### config.mk
export PLATFORM = sky130hd
export DESIGN_NAME = rr_arbiter8
export DESIGN_NICKNAME = d
export VERILOG_FILES = /design/src/rtl/rr_arbiter8.sv
export SDC_FILE = /design/constraint.sdc
export NUM_CORES = 1
export LEC_CHECK = 0
export BUFFER_PORTS_ARGS = -buffer_cell sky130_fd_sc_hd__buf_2
export CAP_MARGIN = 10
export CORE_MARGIN = 2
export CORE_UTILIZATION = 43
export CTS_CLUSTER_SIZE = 16
export DETAILED_ROUTE_END_ITERATION = 10
export PLACE_DENSITY_LB_ADDON = 0.3
export SLEW_MARGIN = 20
export SYNTH_ARGS = -nofsm -noshare
export SYNTH_HDL_FRONTEND = slang
export SYNTH_SLANG_ARGS = --single-unit
### constraint.sdc
create_clock -name clk -period 3.7 [get_ports clk]
set_input_delay 0.555 -clock clk [delete_from_list [all_inputs] [get_ports clk]]
set_output_delay 0.555 -clock clk [all_outputs]
set_load 0.02 [all_outputs]
### src/rtl/rr_arbiter8.sv
// Eight-way round-robin arbiter with a one-hot plus encoded grant and an
// optional hold limit that forces the owner off the shared resource.
//
// state | meaning
// IDLE  | no grant active; arbitrate on the next edge if enabled
// GRANT | one requester owns the resource; watch for release causes
module rr_arbiter8 #(
    parameter int HOLD_MAX = 16,
    parameter int CNT_W    = 5
) (
    input  logic       clk,
    input  logic       rst_n,
    input  logic       en,
    input  logic [7:0] req,
    input  logic       done,
    output logic [7:0] gnt,
    output logic [2:0] gnt_idx,
    output logic       gnt_vld,
    output logic       timeout
);

    typedef enum logic {IDLE, GRANT} state_t;

    localparam logic [CNT_W-1:0] HOLD_LAST = CNT_W'(HOLD_MAX - 1);

    state_t           state_q,    state_d;
    logic [2:0]       ptr_q,      ptr_d;
    logic [CNT_W-1:0] hold_cnt_q, hold_cnt_d;
    logic [7:0]       gnt_q,      gnt_d;
    logic [2:0]       gnt_idx_q,  gnt_idx_d;
    logic             gnt_vld_q,  gnt_vld_d;
    logic             timeout_q,  timeout_d;

    logic             pick_found;
    logic [2:0]       pick_idx;
    logic             limit_hit;
    logic             owner_drop;
    logic             release_now;

    // First set request at or after ptr, wrapping modulo 8.
    always_comb begin
        pick_found = 1'b0;
        pick_idx   = 3'd0;
        for (int i = 0; i < 8; i++) begin
            if (!pick_found && req[ptr_q + 3'(i)]) begin
                pick_found = 1'b1;
                pick_idx   = ptr_q + 3'(i);
            end
        end
    end

    assign limit_hit   = (HOLD_MAX != 0) && (hold_cnt_q == HOLD_LAST);
    assign owner_drop  = !req[gnt_idx_q];
    assign release_now = done || owner_drop || !en || limit_hit;

    always_comb begin
        state_d    = state_q;
        ptr_d      = ptr_q;
        hold_cnt_d = hold_cnt_q;
        gnt_d      = gnt_q;
        gnt_idx_d  = gnt_idx_q;
        gnt_vld_d  = gnt_vld_q;
        timeout_d  = 1'b0;

        case (state_q)
            IDLE: begin
                gnt_d     = 8'h00;
                gnt_idx_d = 3'd0;
                gnt_vld_d = 1'b0;
                if (en && pick_found) begin
                    gnt_d      = 8'b1 << pick_idx;
                    gnt_idx_d  = pick_idx;
                    gnt_vld_d  = 1'b1;
                    hold_cnt_d = '0;
                    state_d    = GRANT;
                end
            end
            GRANT: begin
                if (release_now) begin
                    gnt_d     = 8'h00;
                    gnt_idx_d = 3'd0;
                    gnt_vld_d = 1'b0;
                    ptr_d     = gnt_idx_q + 3'd1;
                    // Flag a forced release only when nothing else ended the grant.
                    timeout_d = limit_hit && !done && !owner_drop && en;
                    state_d   = IDLE;
                end else begin
                    hold_cnt_d = hold_cnt_q + 1'b1;
                end
            end
            default: state_d = IDLE;
        endcase
    end

    always_ff @(posedge clk or negedge rst_n) begin
        if (!rst_n) begin
            state_q    <= IDLE;
            ptr_q      <= 3'd0;
            hold_cnt_q <= '0;
            gnt_q      <= 8'h00;
            gnt_idx_q  <= 3'd0;
            gnt_vld_q  <= 1'b0;
            timeout_q  <= 1'b0;
        end else begin
            state_q    <= state_d;
            ptr_q      <= ptr_d;
            hold_cnt_q <= hold_cnt_d;
            gnt_q      <= gnt_d;
            gnt_idx_q  <= gnt_idx_d;
            gnt_vld_q  <= gnt_vld_d;
            timeout_q  <= timeout_d;
        end
    end

    assign gnt     = gnt_q;
    assign gnt_idx = gnt_idx_q;
    assign gnt_vld = gnt_vld_q;
    assign timeout = timeout_q;

endmodule

==> results of run 1 <==
-- final timing paths --
kind	endpoint	slack, ns	start
setup / recovery	gnt[5]$_DFFE_PN0P_	0.40	ptr_q[1]$_DFFE_PN0P_
setup reg to reg	gnt[5]$_DFFE_PN0P_	0.40	ptr_q[1]$_DFFE_PN0P_
hold reg to reg	gnt_vld$_DFFE_PN0P_	0.48	gnt_vld$_DFFE_PN0P_
min in group clk	gnt_vld$_DFFE_PN0P_	0.48	gnt_vld$_DFFE_PN0P_
max in group asynchronous	ptr_q[2]$_DFFE_PN0P_	3.14	rst_n
hold / removal	gnt[3]$_DFFE_PN0P_	0.23	rst_n
-- cells in the mapped netlist, drive strengths merged, types with 2 or more instances --
| library cell | number | share of area |
|---|---|---|
| clkbuf | 2 | 0.0044 |
| o31ai | 3 | 0.014 |
| nand3b | 4 | 0.015 |
| o21ai | 11 | 0.032 |
| ha | 5 | 0.032 |
| a21boi | 3 | 0.013 |
| xor2 | 3 | 0.017 |
| mux4 | 15 | 0.18 |
| inv | 9 | 0.017 |
| and3 | 3 | 0.0095 |
| dfrtp | 22 | 0.28 |
| mux2i | 11 | 0.062 |
| a32o | 4 | 0.021 |
| a21o | 3 | 0.011 |
| nor2 | 6 | 0.013 |
| xnor2 | 2 | 0.0088 |
| a22o | 2 | 0.0088 |
| nand2 | 20 | 0.038 |
| nor2b | 3 | 0.011 |
| o211ai | 3 | 0.014 |
| o22ai | 3 | 0.013 |
| nand4 | 2 | 0.0063 |
| nand4b | 2 | 0.0088 |
| buf | 7 | 0.035 |
| nand2b | 4 | 0.013 |
| mux2 | 7 | 0.042 |
| a21oi | 6 | 0.015 |
-- report_power, final --
group	leakage [nW]	internal, W	switching, W
registers	0.297	0.000292	0.0000519
logic	0.666	0.000645	0.000768
clock network	0.0357	0.000145	0.0000801
-- area by class of cell --
cell class | count | area (µm²)
well taps | 52 | 65.1
inverters | 10 | 37.5
fillers | 392 | 2210
clock inverters | 1 | 30.0
clock buffers | 3 | 41.3
flip-flops and latches | 22 | 551
repair buffers | 29 | 158
multi-input cells | 137 | 1320
-- routing by layer --
layer / track usage / up-vias
met3: 0.0236 / 4
met4: 0.0503 / 0
met5: 0 / -
met2: 0.287 / 46
li1: - / 741
met1: 0.270 / 758
-- registers in the layout (all words and copies together) (netlist names) --
name        flops
gnt_idx         3
hold_cnt_q      5
state_q         1
ptr_q           3
timeout         1
gnt             8
gnt_vld         1
-- worst max-delay path, cell delays in order (launching register included) --
cell	delay, ns
dfrtp_1	0.36
clkinv_1	0.08
ha_1	0.47
buf_4	0.20
mux4_2	0.48
mux2i_1	0.15
a32o_1	0.21
and3_1	0.34
a41oi_2	0.35
nor2b_2	0.29
a32o_2	0.27
-- through the flow --
stage	instance area, µm²	total power, W	std cells	hold slack [ns]
2_1_floorplan	1990	0.00152	178	0.259
3_3_place_gp	2130	0.00176	250	0.464
3_5_place_dp	2130	0.00176	250	0.465
4_1_cts	2200	0.00198	254	0.257
5_1_grt	2200	0.00214	254	0.270
6_report	2200	0.00198	254	0.235
-- cells by family after synthesis --
group	after synthesis	synth area share
fa+ha+maj	5	0.0315
mux	33	0.283
xor+xnor	5	0.0258
buf+inv	19	0.0586
simple gates	48	0.127
compound gates	46	0.197
flops	22	0.277
==> flow_summary.json, run 1 <==
{
  "grt_pass1_vias": 1550,
  "diodes": 0,
  "routed-wl-met2_um": 2090,
  "setup_viol": 0,
  "die_area_um2": 5180,
  "synth-edff-count": 0,
  "portBuffers": 24,
  "ant_nets": 0,
  "vdd_drop_max_mv": 0.404,
  "drcViolationCount": 0,
  "synth_ff_type": "dfrtp_1",
  "ctsResizeCount": 0,
  "fin_tns_setup_ns": 0,
  "worstSkewPairLatency_ns": 0.27,
  "ys_seq_area_frac": 0.277,
  "first_iter_violations": 131,
  "gp_congestion": 0.858,
  "post_cts_buffers": 0,
  "setup_slack_ns": 0.400,
  "detail_route.vias_per_cell": 6.10,
  "dr.pass1.iters": 4,
  "place_hpwl_um": 3080,
  "status": "completed",
  "cts_tree": "yes",
  "wl_per_cell_um": 16.8,
  "start_util": 0.450,
  "mostFrequentLayoutCell": "buf_2",
  "cts_buffers": 3,
  "fin_skew_ns": 0.00142,
  "core_um2": 4410,
  "maxSlewViolCount": 0,
  "syn_nets": 195,
  "vias": 1549,
  "hold_viol_final": 0,
  "rr_worst_depth": 10,
  "ys_async_sr_fraction": 1.00,
  "power_leakage_nw": 0.999,
  "final_util": 0.499,
  "wl_um": 4260,
  "wl_met3_um": 206,
  "fp.dieH_um": 72.0,
  "rsz0062_at_grt": "false",
  "overflow": 0,
  "worst_setup_path_start_kind": "flop",
  "post-route-min-period_ns": 3.30,
  "fin_crit_sh": 0.892,
  "rows": 24,
  "top_layer_used": "met4",
  "track_usage": 0.183,
  "clock_sinks": 22,
  "endpoint_kind": "flop",
  "synth-seq-cells": 22,
  "drive_gt1_frac": 0.342,
  "grt_max_degree": 23,
  "yosysWarnings": 0,
  "ys_types": 59,
  "area_growth_pct": 11.0,
  "syn_area_um2": 1990,
  "post-place-ws_ns": 0.391,
  "die_w_um": 72.0,
  "wl_met1_um": 1930,
  "syn_inst": 178,
  "worst_slew_pin_slew_ns": 0.677,
  "slew_headroom": 0.548,
  "worst_hold_path_type": "in2async",
  "cts.reportedPaths.clkPinSlew_ns": 0.08,
  "synth_area_per_cell_um2": 11.2,
  "mostFrequentLayoutCells": "buf_2, dfrtp_1, nand2_1, mux4_2, mux2i_1",
  "arrival_ns": 3.46,
  "critPathRequiredTime_ns": 3.86,
  "timing.fmax_mhz": 303,
  "antenna_found_initial": 0,
  "cts_max_level": 1,
  "grt_pass1_wl_um": 7510,
  "maxCapViolCount": 0,
  "path_max_fanout": 11,
  "cts_root_buffer": "clkbuf_8",
  "io_pins": 25,
  "power_density_nw_per_um2": 899,
  "worstSetupPathType": "reg2reg",
  "clockBufferDepth": 2,
  "final_nets": 220,
  "holdBufCountCts": 0
}
No activity file was read; power rests on OpenSTA's default activity.
==> run 2, diff against run 1 <==
Settings changed: RECOVER_POWER from default to 50, SETUP_SLACK_MARGIN from default to 0.2.
==> run 2 against run 1 <==
Sequential share of layout area is essentially flat. Via count grew 0.39%. Critical endpoint unchanged. Clock power is essentially flat. Die area is the same. Largest power group unchanged. Combinational power is essentially flat. Worst setup slack gained 0.072 ns. Global-route usage is the same. Sequential cell count is the same.
==> flow_summary.json, run 2 (synthesis gave the netlist of run 1 again) <==
{
  "status": "completed",
  "use_met2": 0.287,
  "grtUsageMet1": 0.270,
  "post-route-min-period_ns": 3.23,
  "start_util": 0.450,
  "holdPathStages": 1,
  "setup_viol": 0,
  "largest_reg_flops": 8,
  "cp_slowest_cell": "mux4_2",
  "vdd_drop_max_mv": 0.407,
  "diodes": 0,
  "maxSlewViolCount": 0,
  "hold_path_end": "gnt_vld$_DFFE_PN0P_",
  "slew_headroom": 0.234,
  "worstPathCellList": "clkinv_1, ha_1, buf_4, mux4_2, mux2i_1, a32o_1, and3_1, a41oi_4, nor2b_2, a32o_2",
  "worst_hold_path_type": "reg2reg",
  "rr_worst_depth": 10,
  "cts.reportedPaths.clkPinSlew_ns": 0.08,
  "wl_um": 4290,
  "grt_max_degree": 23,
  "fin_crit_sh": 0.872,
  "cts_tree": "yes",
  "first_iter_violations": 130,
  "hold_viol_final": 0,
  "portBuffers": 24,
  "grt_pass1_vias": 1550,
  "worst_setup_path_start_kind": "flop",
  "mostFrequentLayoutCells": "dfrtp_1, nand2_1, buf_2, mux4_2, mux2i_1",
  "r2r-end": "gnt[5]$_DFFE_PN0P_",
  "fin_skew_ns": 0.00401,
  "overflow": 0,
  "power_density_nw_per_um2": 904,
  "arrival_ns": 3.39,
  "area_growth_pct": 11.1,
  "track_usage": 0.183,
  "cp.depth": 10,
  "wl_per_cell_um": 16.9,
  "met3_usage": 0.0236,
  "path_max_fanout": 11,
  "die_area_um2": 5180,
  "die_w_um": 72.0,
  "final_nets": 220,
  "critPathRequiredTime_ns": 3.86,
  "cts_root_buffer": "clkbuf_8",
  "holdCritStartpoint": "gnt_vld$_DFFE_PN0P_",
  "worstSetupPathType": "reg2reg",
  "rows": 24,
  "endpoint_kind": "flop",
  "slowest_delay_ns": 0.48,
  "antenna_found_initial": 0,
  "rrSetupSlack_ns": 0.47,
  "dr.pass1.iters": 4,
  "grt_busiest_layer": "met2",
  "post_cts_buffers": 0,
  "clock_sinks": 22,
  "cts_max_level": 1,
  "timing.fmax_mhz": 310,
  "gp_congestion": 0.858,
  "drive_gt1_frac": 0.307,
  "detail_route.vias_per_cell": 6.12,
  "crit_buf_inv": 2,
  "fin_tns_setup_ns": 0,
  "vias": 1555,
  "place_hpwl_um": 3080,
  "final_util": 0.500,
  "cts_buffers": 3,
  "maxCapViolCount": 0,
  "ant_nets": 0,
  "drcViolationCount": 0,
  "hold_ws_ns": 0.483,
  "rsz0062_at_grt": "false",
  "power_leakage_nw": 0.972,
  "worstSkewPairLatency_ns": 0.27,
  "io_pins": 25,
  "worst_slew_pin_slew_ns": 1.15,
  "worstReg2RegStart": "ptr_q[1]$_DFFE_PN0P_",
  "path_delay_family": "compound AO/OA/AOI/OAI gates",
  "core_um2": 4410,
  "mostFrequentLayoutCell": "dfrtp_1",
  "fp.dieH_um": 72.0,
  "clockBufferDepth": 2,
  "grt_pass1_wl_um": 7510
}
==> run 2: repair_timing <==
| action | in CTS | in global routing |
|---|---|---|
| endpoints found under the setup margin | 0 | 2 |
| hold buffers | 0 | 0 |
| resized for setup | 0 | 1 |
==> run 2: final cells by class <==
type / instances / area, µm²
Fill cell: 395 / 2210
Multi-Input combinational cell: 137 / 1330
Sequential cell: 22 / 551
Timing Repair Buffer: 29 / 149
Tap cell: 52 / 65.1
Clock buffer: 3 / 41.3
Inverter: 10 / 37.5
Clock inverter: 1 / 30.0
==> run 2: worst register-to-register path, cell delays in order, from the launching register on <==
cell	delay (ns)
dfrtp_1	0.36
clkinv_1	0.09
ha_1	0.47
buf_4	0.20
mux4_2	0.48
mux2i_1	0.15
a32o_1	0.21
and3_1	0.37
a41oi_4	0.28
nor2b_2	0.25
a32o_2	0.27
==> run 2: worst max-delay path by stage <==
stage                               startpoint  slack [ns]                 end
after floorplan           ptr_q[1]$_DFFE_PN0P_        0.60  gnt[4]$_DFFE_PN0P_
final                     ptr_q[1]$_DFFE_PN0P_        0.47  gnt[5]$_DFFE_PN0P_
after detailed placement  ptr_q[1]$_DFFE_PN0P_        0.39  gnt[5]$_DFFE_PN0P_
after global placement    ptr_q[1]$_DFFE_PN0P_        0.47  gnt[5]$_DFFE_PN0P_
after global routing      ptr_q[0]$_DFFE_PN0P_        0.28  gnt[5]$_DFFE_PN0P_
after CTS                 ptr_q[1]$_DFFE_PN0P_        0.38  gnt[5]$_DFFE_PN0P_
==> run 2: per-layer routing <==
| layer | wire (µm) | vias up |
|---|---|---|
| met5 | 0 | - |
| met4 | 27 | 0 |
| met3 | 159 | 4 |
| met2 | 2110 | 41 |
| met1 | 2000 | 774 |
| li1 | - | 736 |
==> run 2: stage by stage <==
| stage | area (µm²) | setup WS (ns) | total power (W) | cells |
|---|---|---|---|---|
| after detailed placement | 2130 | 0.391 | 0.00176 | 250 |
| final | 2210 | 0.472 | 0.00199 | 254 |
| after floorplan | 1990 | 0.601 | 0.00152 | 178 |
| after global placement | 2130 | 0.470 | 0.00176 | 250 |
| after CTS | 2200 | 0.383 | 0.00198 | 254 |
| after global routing | 2210 | 0.276 | 0.00215 | 254 |
==> run 2: power breakdown <==
| part | switching, W | internal [W] |
|---|---|---|
| clock | 0.0000795 | 0.000145 |
| sequential | 0.0000520 | 0.000292 |
| combinational | 0.000783 | 0.000643 |
==> run 3, diff against run 2 <==
Settings changed: REMOVE_ABC_BUFFERS from default to 1.
==> run 3 against run 2 <==
Clock skew rose by 0.0035 ns. Count of clock-buffer cells in the layout did not move. Worst setup slack got worse by 0.037 ns. Worst hold slack got worse by 0.0017 ns. Wire length rose by 0.49%. Largest cell class unchanged. Largest power group unchanged. Highest routed layer unchanged.
==> flow_summary.json, run 3 (synthesis gave the netlist of run 1 again) <==
{
  "status": "completed",
  "worstSetupPathType": "reg2reg",
  "io_pins": 25,
  "placed_area_um2": 2120,
  "track_usage": 0.176,
  "gp_congestion": 0.875,
  "fin_crit_sh": 0.882,
  "die_area_um2": 5180,
  "power_leakage_nw": 0.967,
  "largest_reg_flops": 8,
  "area_growth_pct": 10.1,
  "wl_um": 4310,
  "path_max_fanout": 11,
  "worst_setup_path_start_kind": "flop",
  "grt_pass1_vias": 1465,
  "drive_gt1_frac": 0.303,
  "crit_path_start": "ptr_q[1]$_DFFE_PN0P_",
  "dr.pass1.iters": 4,
  "use_met2": 0.277,
  "grtUsageMet1": 0.252,
  "setup_viol": 0,
  "detail_route.vias_per_cell": 6.09,
  "mostFrequentLayoutCells": "dfrtp_1, nand2_1, buf_2, mux4_2, mux2i_1",
  "grt_pass1_wl_um": 7190,
  "timing.fmax_mhz": 306,
  "portBuffers": 24,
  "rows": 24,
  "r2r-end": "gnt[5]$_DFFE_PN0P_",
  "setup_slack_ns": 0.435,
  "final_nets": 219,
  "vdd_drop_max_mv": 0.568,
  "ant_nets": 0,
  "rr_worst_depth": 9,
  "worstPathCellList": "clkinv_1, ha_1, mux4_2, a21oi_1, a32o_1, and3_1, a41oi_2, nor2b_2, a32o_2",
  "slew_headroom": 0.242,
  "endpoint_kind": "flop",
  "cts_max_level": 1,
  "design_area_um2": 2190,
  "critPathRequiredTime_ns": 3.86,
  "die_w_um": 72.0,
  "diodes": 0,
  "cts_tree": "yes",
  "worst_slew_pin_slew_ns": 1.14,
  "fin_tns_setup_ns": 0,
  "maxSlewViolCount": 0,
  "start_util": 0.450,
  "slowest_delay_ns": 0.60,
  "core_um2": 4410,
  "grt_busiest_layer": "met2",
  "fin_skew_ns": 0.00751,
  "wl_per_cell_um": 17.1,
  "final_util": 0.495,
  "fp.dieH_um": 72.0,
  "holdBufCountCts": 0,
  "post-place-ws_ns": 0.450,
  "clockBufferDepth": 2,
  "post_cts_buffers": 0,
  "drcViolationCount": 0,
  "rsz0062_at_grt": "false",
  "maxCapViolCount": 0,
  "worstSkewPairLatency_ns": 0.27,
  "worst_hold_path_type": "in2async",
  "met3_usage": 0.0333,
  "hold_viol_final": 0,
  "arrival_ns": 3.42,
  "overflow": 0,
  "cp_slowest_cell": "mux4_2",
  "post-route-min-period_ns": 3.27,
  "place_hpwl_um": 3120,
  "mostFrequentLayoutCell": "dfrtp_1",
  "worstReg2RegStart": "ptr_q[1]$_DFFE_PN0P_",
  "ctsResizeCount": 0,
  "cts_buffers": 3,
  "grt_max_degree": 23,
  "cts_root_buffer": "clkbuf_8",
  "vias": 1540,
  "clock_sinks": 22,
  "cts.reportedPaths.clkPinSlew_ns": 0.08,
  "dp_cells": 249,
  "power_density_nw_per_um2": 900,
  "fin_cells": 253,
  "rrSetupSlack_ns": 0.43,
  "first_iter_violations": 83,
  "antenna_found_initial": 0
}
## run 3: changes by cell type in the layout (fill, tap and decap cells not counted)
cell / delta
buf_4: -1
a41oi_2: +1
a41oi_4: -1
## run 3: power by group
group          internal, W  total [W]  switching [W]
registers         0.000292   0.000343      0.0000511
logic             0.000630    0.00140       0.000770
clock network     0.000145   0.000226      0.0000812
## run 3: worst max path at each step
| stage | cells past startpoint | end |
|---|---|---|
| finish | 9 | gnt[5]$_DFFE_PN0P_ |
| global route | 9 | gnt[4]$_DFFE_PN0P_ |
| CTS | 9 | gnt[4]$_DFFE_PN0P_ |
| detailed placement | 9 | gnt[5]$_DFFE_PN0P_ |
| global placement | 9 | gnt[4]$_DFFE_PN0P_ |
| floorplan | 9 | gnt[4]$_DFFE_PN0P_ |
## run 3: final cells by class
cell class	instances	area [µm²]
fill	399	2230
timing repair buffer	28	141
multi-input combinational	137	1320
tap	52	65.1
clock buffer	3	41.3
sequential	22	551
clock inverter	1	30.0
inverter	10	37.5
## run 3: per-stage QoR
| stage | hold WS, ns | total power, W |
|---|---|---|
| floorplan | 0.259 | 0.00145 |
| CTS | 0.252 | 0.00197 |
| finish | 0.481 | 0.00197 |
| global route | 0.516 | 0.00211 |
| global placement | 0.465 | 0.00174 |
| detailed placement | 0.461 | 0.00174 |
## run 3: worst max-delay path, delay by kind of cell, from the launching register on
kind,cells,cell delay [ns]
AOI/OAI and AO/OA,4,1.04
adders and majority gates,1,0.48
buffers and inverters,1,0.08
DFF,1,0.35
muxes,1,0.60
and+or+nand+nor,2,0.62
## run 3: routing by layer
| layer | wire, µm | vias to the layer above |
|---|---|---|
| met5 | 0 | - |
| met4 | 41 | 0 |
| met3 | 237 | 4 |
| met2 | 2010 | 48 |
| met1 | 2020 | 750 |
| li1 | - | 738 |
